### src/rtl/ahb_pkg.sv
// Shared AHB definitions: transfer/response encodings, burst/size types,
// master count and the error-response FSM states.
package ahb_pkg;

  localparam int unsigned NUM_MASTERS  = 4;
  localparam int unsigned MASTER_IDX_W = 2;

  localparam logic [1:0] IDLE   = 2'b00;
  localparam logic [1:0] BUSY   = 2'b01;
  localparam logic [1:0] NONSEQ = 2'b10;
  localparam logic [1:0] SEQ    = 2'b11;

  localparam logic OKAY  = 1'b0;
  localparam logic ERROR = 1'b1;

  typedef logic [2:0] hburst_t;
  typedef logic [2:0] hsize_t;

  typedef enum logic {
    ST_OKAY = 1'b0,
    ST_ERR1 = 1'b1
  } err_state_t;

endpackage

### src/rtl/ahb_master_mux.sv
// Address/control mux keyed by HMASTER, write-data mux keyed by the data-phase
// owner, and cancellation of the owner's pending transfer on a two-cycle ERROR.
module ahb_master_mux
  import ahb_pkg::*;
#(
  parameter int unsigned ADDR_WIDTH = 32,
  parameter int unsigned DATA_WIDTH = 32
) (
  input  logic                              HCLK,
  input  logic                              HRESET,
  input  logic [1:0]                        HMASTER,
  input  logic [NUM_MASTERS*ADDR_WIDTH-1:0] HADDR_M,
  input  logic [NUM_MASTERS*2-1:0]          HTRANS_M,
  input  logic [NUM_MASTERS-1:0]            HWRITE_M,
  input  logic [NUM_MASTERS*3-1:0]          HSIZE_M,
  input  logic [NUM_MASTERS*3-1:0]          HBURST_M,
  input  logic [NUM_MASTERS*DATA_WIDTH-1:0] HWDATA_M,
  input  logic                              HREADY,
  input  logic                              HRESP,
  output logic [ADDR_WIDTH-1:0]             HADDR,
  output logic [1:0]                        HTRANS,
  output logic                              HWRITE,
  output logic [2:0]                        HSIZE,
  output logic [2:0]                        HBURST,
  output logic [DATA_WIDTH-1:0]             HWDATA,
  output logic [1:0]                        HMASTER_D,
  output logic                              DATA_ACTIVE,
  output logic [NUM_MASTERS-1:0]            HCANCEL
);

  logic [ADDR_WIDTH-1:0] haddr_a  [NUM_MASTERS];
  logic [1:0]            htrans_a [NUM_MASTERS];
  logic                  hwrite_a [NUM_MASTERS];
  hsize_t                hsize_a  [NUM_MASTERS];
  hburst_t               hburst_a [NUM_MASTERS];
  logic [DATA_WIDTH-1:0] hwdata_a [NUM_MASTERS];

  for (genvar g = 0; g < NUM_MASTERS; g++) begin : g_unpack
    assign haddr_a[g]  = HADDR_M[g*ADDR_WIDTH +: ADDR_WIDTH];
    assign htrans_a[g] = HTRANS_M[g*2 +: 2];
    assign hwrite_a[g] = HWRITE_M[g];
    assign hsize_a[g]  = HSIZE_M[g*3 +: 3];
    assign hburst_a[g] = HBURST_M[g*3 +: 3];
    assign hwdata_a[g] = HWDATA_M[g*DATA_WIDTH +: DATA_WIDTH];
  end

  err_state_t                err_state_q, err_state_d;
  logic [MASTER_IDX_W-1:0]   data_master_q, data_master_d;
  logic                      data_active_q, data_active_d;
  logic [1:0]                htrans_c;
  logic [NUM_MASTERS-1:0]    hcancel_c;

  // Pending address phase is suppressed while the second ERROR cycle is due.
  always_comb begin
    htrans_c = htrans_a[HMASTER];
    if (err_state_q == ST_ERR1) begin
      htrans_c = IDLE;
    end
  end

  assign HADDR       = haddr_a[HMASTER];
  assign HTRANS      = htrans_c;
  assign HWRITE      = hwrite_a[HMASTER];
  assign HSIZE       = hsize_a[HMASTER];
  assign HBURST      = hburst_a[HMASTER];
  assign HWDATA      = hwdata_a[data_master_q];
  assign HMASTER_D   = data_master_q;
  assign DATA_ACTIVE = data_active_q;
  assign HCANCEL     = hcancel_c;

  always_comb begin
    err_state_d   = err_state_q;
    data_master_d = data_master_q;
    data_active_d = data_active_q;
    hcancel_c     = '0;

    if (HREADY) begin
      data_master_d = HMASTER;
      data_active_d = htrans_c[1];
    end

    case (err_state_q)
      ST_OKAY: begin
        if ((HRESP == ERROR) && !HREADY && data_active_q) begin
          err_state_d = ST_ERR1;
        end
      end
      ST_ERR1: begin
        if (HREADY) begin
          err_state_d = ST_OKAY;
          // A reset landing on the final ERROR cycle must not emit a cancel.
          if ((htrans_a[HMASTER] != IDLE) && !HRESET) begin
            hcancel_c[HMASTER] = 1'b1;
          end
        end
      end
    endcase
  end

  always_ff @(posedge HCLK) begin
    if (HRESET) begin
      err_state_q   <= ST_OKAY;
      data_master_q <= '0;
      data_active_q <= 1'b0;
    end else begin
      err_state_q   <= err_state_d;
      data_master_q <= data_master_d;
      data_active_q <= data_active_d;
    end
  end

endmodule

### config.mk
export PLATFORM = sky130hd
export DESIGN_NAME = ahb_master_mux
export DESIGN_NICKNAME = d
export VERILOG_FILES = /design/src/rtl/ahb_pkg.sv /design/src/rtl/ahb_master_mux.sv
export SDC_FILE = /design/constraint.sdc
export NUM_CORES = 1
export LEC_CHECK = 0
export ABC_AREA = 1
export BUFFER_PORTS_ARGS = -buffer_cell sky130_fd_sc_hd__buf_2
export CORE_AREA = 2 2 147 149
export CTS_BUF_LIST = sky130_fd_sc_hd__clkbuf_4
export DETAILED_ROUTE_END_ITERATION = 8
export DIE_AREA = 0 0 149 151
export SYNTH_ARGS = -nofsm -noshare
export SYNTH_HDL_FRONTEND = slang
export SYNTH_SLANG_ARGS = --single-unit
### constraint.sdc
create_clock -name HCLK -period 2.91 [get_ports HCLK]
set_clock_uncertainty 0.05 [all_clocks]
set_input_delay 0.582 -clock HCLK [delete_from_list [all_inputs] [get_ports HCLK]]
set_output_delay 0.582 -clock HCLK [all_outputs]
set_load 0.005 [all_outputs]
==> load_flow_metrics.sql <==
INSERT INTO impl_metrics (metric_group, metric, value, unit) VALUES
('status', 'status', 'completed', ''),
('pwr', 'p_per_area', '179', 'nW/um^2'),
('sta', 'setup_viol', '0', ''),
('worst_setup_path', 'worst_setup_path_start_kind', 'input port', ''),
('sta', 'layout_min_cycle_time', '2360', 'ps'),
('placed_design', 'dp_cells', '1040', ''),
('flow_run', 'max_cap_violations', '0', ''),
('final_layout', 'nNetsFinal', '1068', ''),
('clock_tree', 'clock_tree_from_tritoncts', 'done', ''),
('sta', 'final_max_slew_viols', '0', ''),
('drt', 'dr.pass1.iters', '5', ''),
('placed_design', 'post-dp-hpwl', '11500', 'microns'),
('worst_setup_path', 'crit_buf_inv', '4', ''),
('sta', 'slew_headroom', '58.8', '%'),
('pwr', 'worst_voltage_drop_across_the_vdd_grid', '113', 'uV'),
('worst_setup_path', 'timing.critical_path.to_type', 'output port', ''),
('worst_setup_path', 'worst_ep_arrival_time', '1730', 'ps'),
('grt', 'grt_util_met1', '14.8', '%'),
('drt', 'ant_nets', '0', ''),
('sta', 'worst_pin_slew', '618', 'ps'),
('placed_design', 'gp_routability_congestion', '0.809', ''),
('clock_tree', 'number_of_buffers_inserted_during_clock_tree_synthesis', '3', ''),
('floorplan', 'row_count', '53', ''),
('final_layout', 'area.growth.synth_to_final', '98.0', '%'),
('grt', 'congestion_overflow_gr', '0', ''),
('drt', 'drc_errors', '0', ''),
('grt', 'grt_use_met2', '17.6', '%'),
('worst_setup_path', 'worst_path_most_repeated_cell', 'sky130_fd_sc_hd__buf_2', ''),
('clock_tree', 'clock_network_latency_to_the_later_pin_of_the_worst_skew_pair', '230', 'ps'),
('clock_tree', 'cts-htree-levels', '1', ''),
('floorplan', 'fp.coreArea', '20800', 'sq um'),
('synth', 'yosys_warnings', '0', ''),
('drt', 'drt-total-wl', '14100', 'microns'),
('floorplan', 'die_width', '149', 'microns'),
('synth', 'synth_top_flop_cell', 'sky130_fd_sc_hd__dfxtp_1', ''),
('clock_tree', 'clock_sink_count', '4', ''),
('floorplan', 'dieArea', '22500', 'sq um'),
('final_layout', 'antenna_cells', '0', ''),
('synth', 'yosysTopAreaCell', 'sky130_fd_sc_hd__nand2_1', ''),
('drt', 'vias', '4309', ''),
('final_layout', 'final_cell_count_no_fill', '1043', ''),
('sta', 'grt_setup_unrepaired', 'no', ''),
('grt', 'grt_start_max_net_pins', '66', ''),
('worst_setup_path', 'worst-setup-path-type', 'in2out', ''),
('clock_tree', 'cts_hold_buf', '0', ''),
('synth', 'synth-edff-count', '0', ''),
('sta', 'hold_violations', '0', ''),
('floorplan', 'ioPinCount', '378', ''),
('synth', 'synth_top_area_share', '19.7', '%'),
('synth', 'synth.ff_latch_count', '4', ''),
('min_path', 'timing.hold.worst.class', 'reg2reg', ''),
('grt', 'antenna_found_initial', '1', ''),
('floorplan', 'chipHeight', '151', 'microns'),
('synth', 'syn-instance-count', '418', ''),
('sta', 'setup_tns', '0', 'ps'),
('clock_tree', 'postCtsResizedCells', '0', ''),
('placed_design', 'io_buffer_count', '377', ''),
('worst_setup_path', 'cells_along_the_critical_path', 'buf_2 > inv_4 > nor2_4 > buf_4 > a22oi_1 > nand3_1 > buf_2', ''),
('synth', 'post_synthesis_average_cell_area', '5.11', 'sq um'),
('pwr', 'finalPower', '0.000756', 'W'),
('clock_tree', 'post-cts-setup-buffers', '0', ''),
('synth', 'postSynth.asyncResetShare', '0', '%'),
('synth', 'syn_area', '2140', 'sq um'),
('synth', 'synth-seq-area-share', '3.75', '%'),
('drt', 'via_per_inst', '4.13', ''),
('worst_setup_path', 'cp_max_fo', '40', ''),
('worst_setup_path', 'critical_path_required', '2280', 'ps'),
('clock_tree', 'cts.path.max_buffers', '2', ''),
('pwr', 'power.static_leakage', '2.33', 'nW'),
('synth', 'post_synth_num_cell_types', '23', ''),
('worst_setup_path', 'worst_path_dominant_cell_family', 'buffers and inverters', '');
per-stage QoR:
| stage | cell area [sq um] | worst slack [ps] | util, % | hold WS, ps |
|---|---|---|---|---|
| finish | 4230 | 548 | 20.3 | 434 |
| global placement | 4210 | 569 | 20.2 | 407 |
| global route | 4230 | 431 | 20.3 | 463 |
| floorplan | 2140 | 1070 | - | 409 |
| CTS | 4230 | 543 | 20.3 | 435 |
| detailed placement | 4210 | 543 | 20.2 | 428 |
cell usage after synthesis (5+ instances only):
cell type / n
sky130_fd_sc_hd__nand2_1: 112
sky130_fd_sc_hd__nor2_1: 71
sky130_fd_sc_hd__o21ai_0: 44
sky130_fd_sc_hd__nand3_1: 36
sky130_fd_sc_hd__o22ai_1: 34
sky130_fd_sc_hd__a22oi_1: 30
sky130_fd_sc_hd__o21ai_1: 20
sky130_fd_sc_hd__buf_2: 13
sky130_fd_sc_hd__buf_6: 9
sky130_fd_sc_hd__nand4_1: 9
sky130_fd_sc_hd__buf_4: 8
sky130_fd_sc_hd__clkbuf_1: 7
sky130_fd_sc_hd__inv_1: 5
sky130_fd_sc_hd__inv_2: 5
path summary, 6_finish.rpt:
path / startpoint / end / slack (ps) / depth (start not counted)
hold reg to reg: DATA_ACTIVE / DATA_ACTIVE / 430 / 2
setup reg to reg: HMASTER_D[1] / HMASTER_D[1] / 1840 / 2
setup / recovery: HMASTER[0] / HADDR[22] / 550 / 7
hold / removal: DATA_ACTIVE / DATA_ACTIVE / 430 / 2
power breakdown:
group	internal [W]	switching [W]	leakage [nW]
Combinational	0.000316	0.000310	2.29
Clock	0.0000462	0.0000237	0.0138
Sequential	0.0000582	0.00000213	0.0332
cells by family (layout without fill, tap and decap cells):
| family | after synthesis | after routing | synth area share [%] |
|---|---|---|---|
| AO/OA/AOI/OAI | 129 | 129 | 35.7 |
| AND/OR/NAND/NOR | 236 | 236 | 46.4 |
| flip-flops | 4 | 4 | 3.75 |
| buffers and inverters | 49 | 399 | 14.1 |
routing by layer:
layer / vias to the layer above / part of all wire, %
li1: 2160 / -
met1: 1888 / 42
met2: 255 / 48
met3: 4 / 9.6
met4: 2 / 0.099
met5: - / 0.11
flip-flops by register name, indices dropped and copies added (netlist names):
name	count
HMASTER_D	2
err_state_q	1
DATA_ACTIVE	1
layout by cell type (no fill, tap or decap):
cell type | netlist | routed
sky130_fd_sc_hd__inv_4 | 1 | 1
sky130_fd_sc_hd__o21ai_1 | 20 | 20
sky130_fd_sc_hd__nor2_1 | 71 | 71
sky130_fd_sc_hd__nor2_2 | 2 | 2
sky130_fd_sc_hd__dfxtp_1 | 4 | 3
sky130_fd_sc_hd__inv_1 | 5 | 5
sky130_fd_sc_hd__buf_4 | 8 | 5
sky130_fd_sc_hd__buf_2 | 13 | 377
sky130_fd_sc_hd__nand3_1 | 36 | 36
sky130_fd_sc_hd__a21oi_1 | 1 | 1
sky130_fd_sc_hd__buf_12 | 0 | 3
sky130_fd_sc_hd__inv_2 | 5 | 5
sky130_fd_sc_hd__nor2_4 | 1 | 1
sky130_fd_sc_hd__clkbuf_4 | 0 | 3
sky130_fd_sc_hd__nor2_8 | 1 | 1
sky130_fd_sc_hd__nand2_1 | 112 | 112
sky130_fd_sc_hd__nand4_1 | 9 | 9
sky130_fd_sc_hd__or2_2 | 1 | 1
sky130_fd_sc_hd__a22oi_1 | 30 | 30
sky130_fd_sc_hd__dfxtp_2 | 0 | 1
sky130_fd_sc_hd__nand2_2 | 3 | 3
sky130_fd_sc_hd__o22ai_1 | 34 | 34
sky130_fd_sc_hd__o21ai_0 | 44 | 44
worst reg2reg max path, cell delays in order, from the launching register on:
cell and delay (ps):
sky130_fd_sc_hd__dfxtp_1 310, sky130_fd_sc_hd__inv_2 420, sky130_fd_sc_hd__o22ai_1 160
layout make-up:
class	count	area, sq um
repair buffers	385	1980
well taps	275	344
multi-input cells	365	1760
flip-flops and latches	4	81.3
inverters	11	43.8
fillers	2421	16600
clock buffers	3	22.5
No activity file was read; power rests on OpenSTA's default activity.
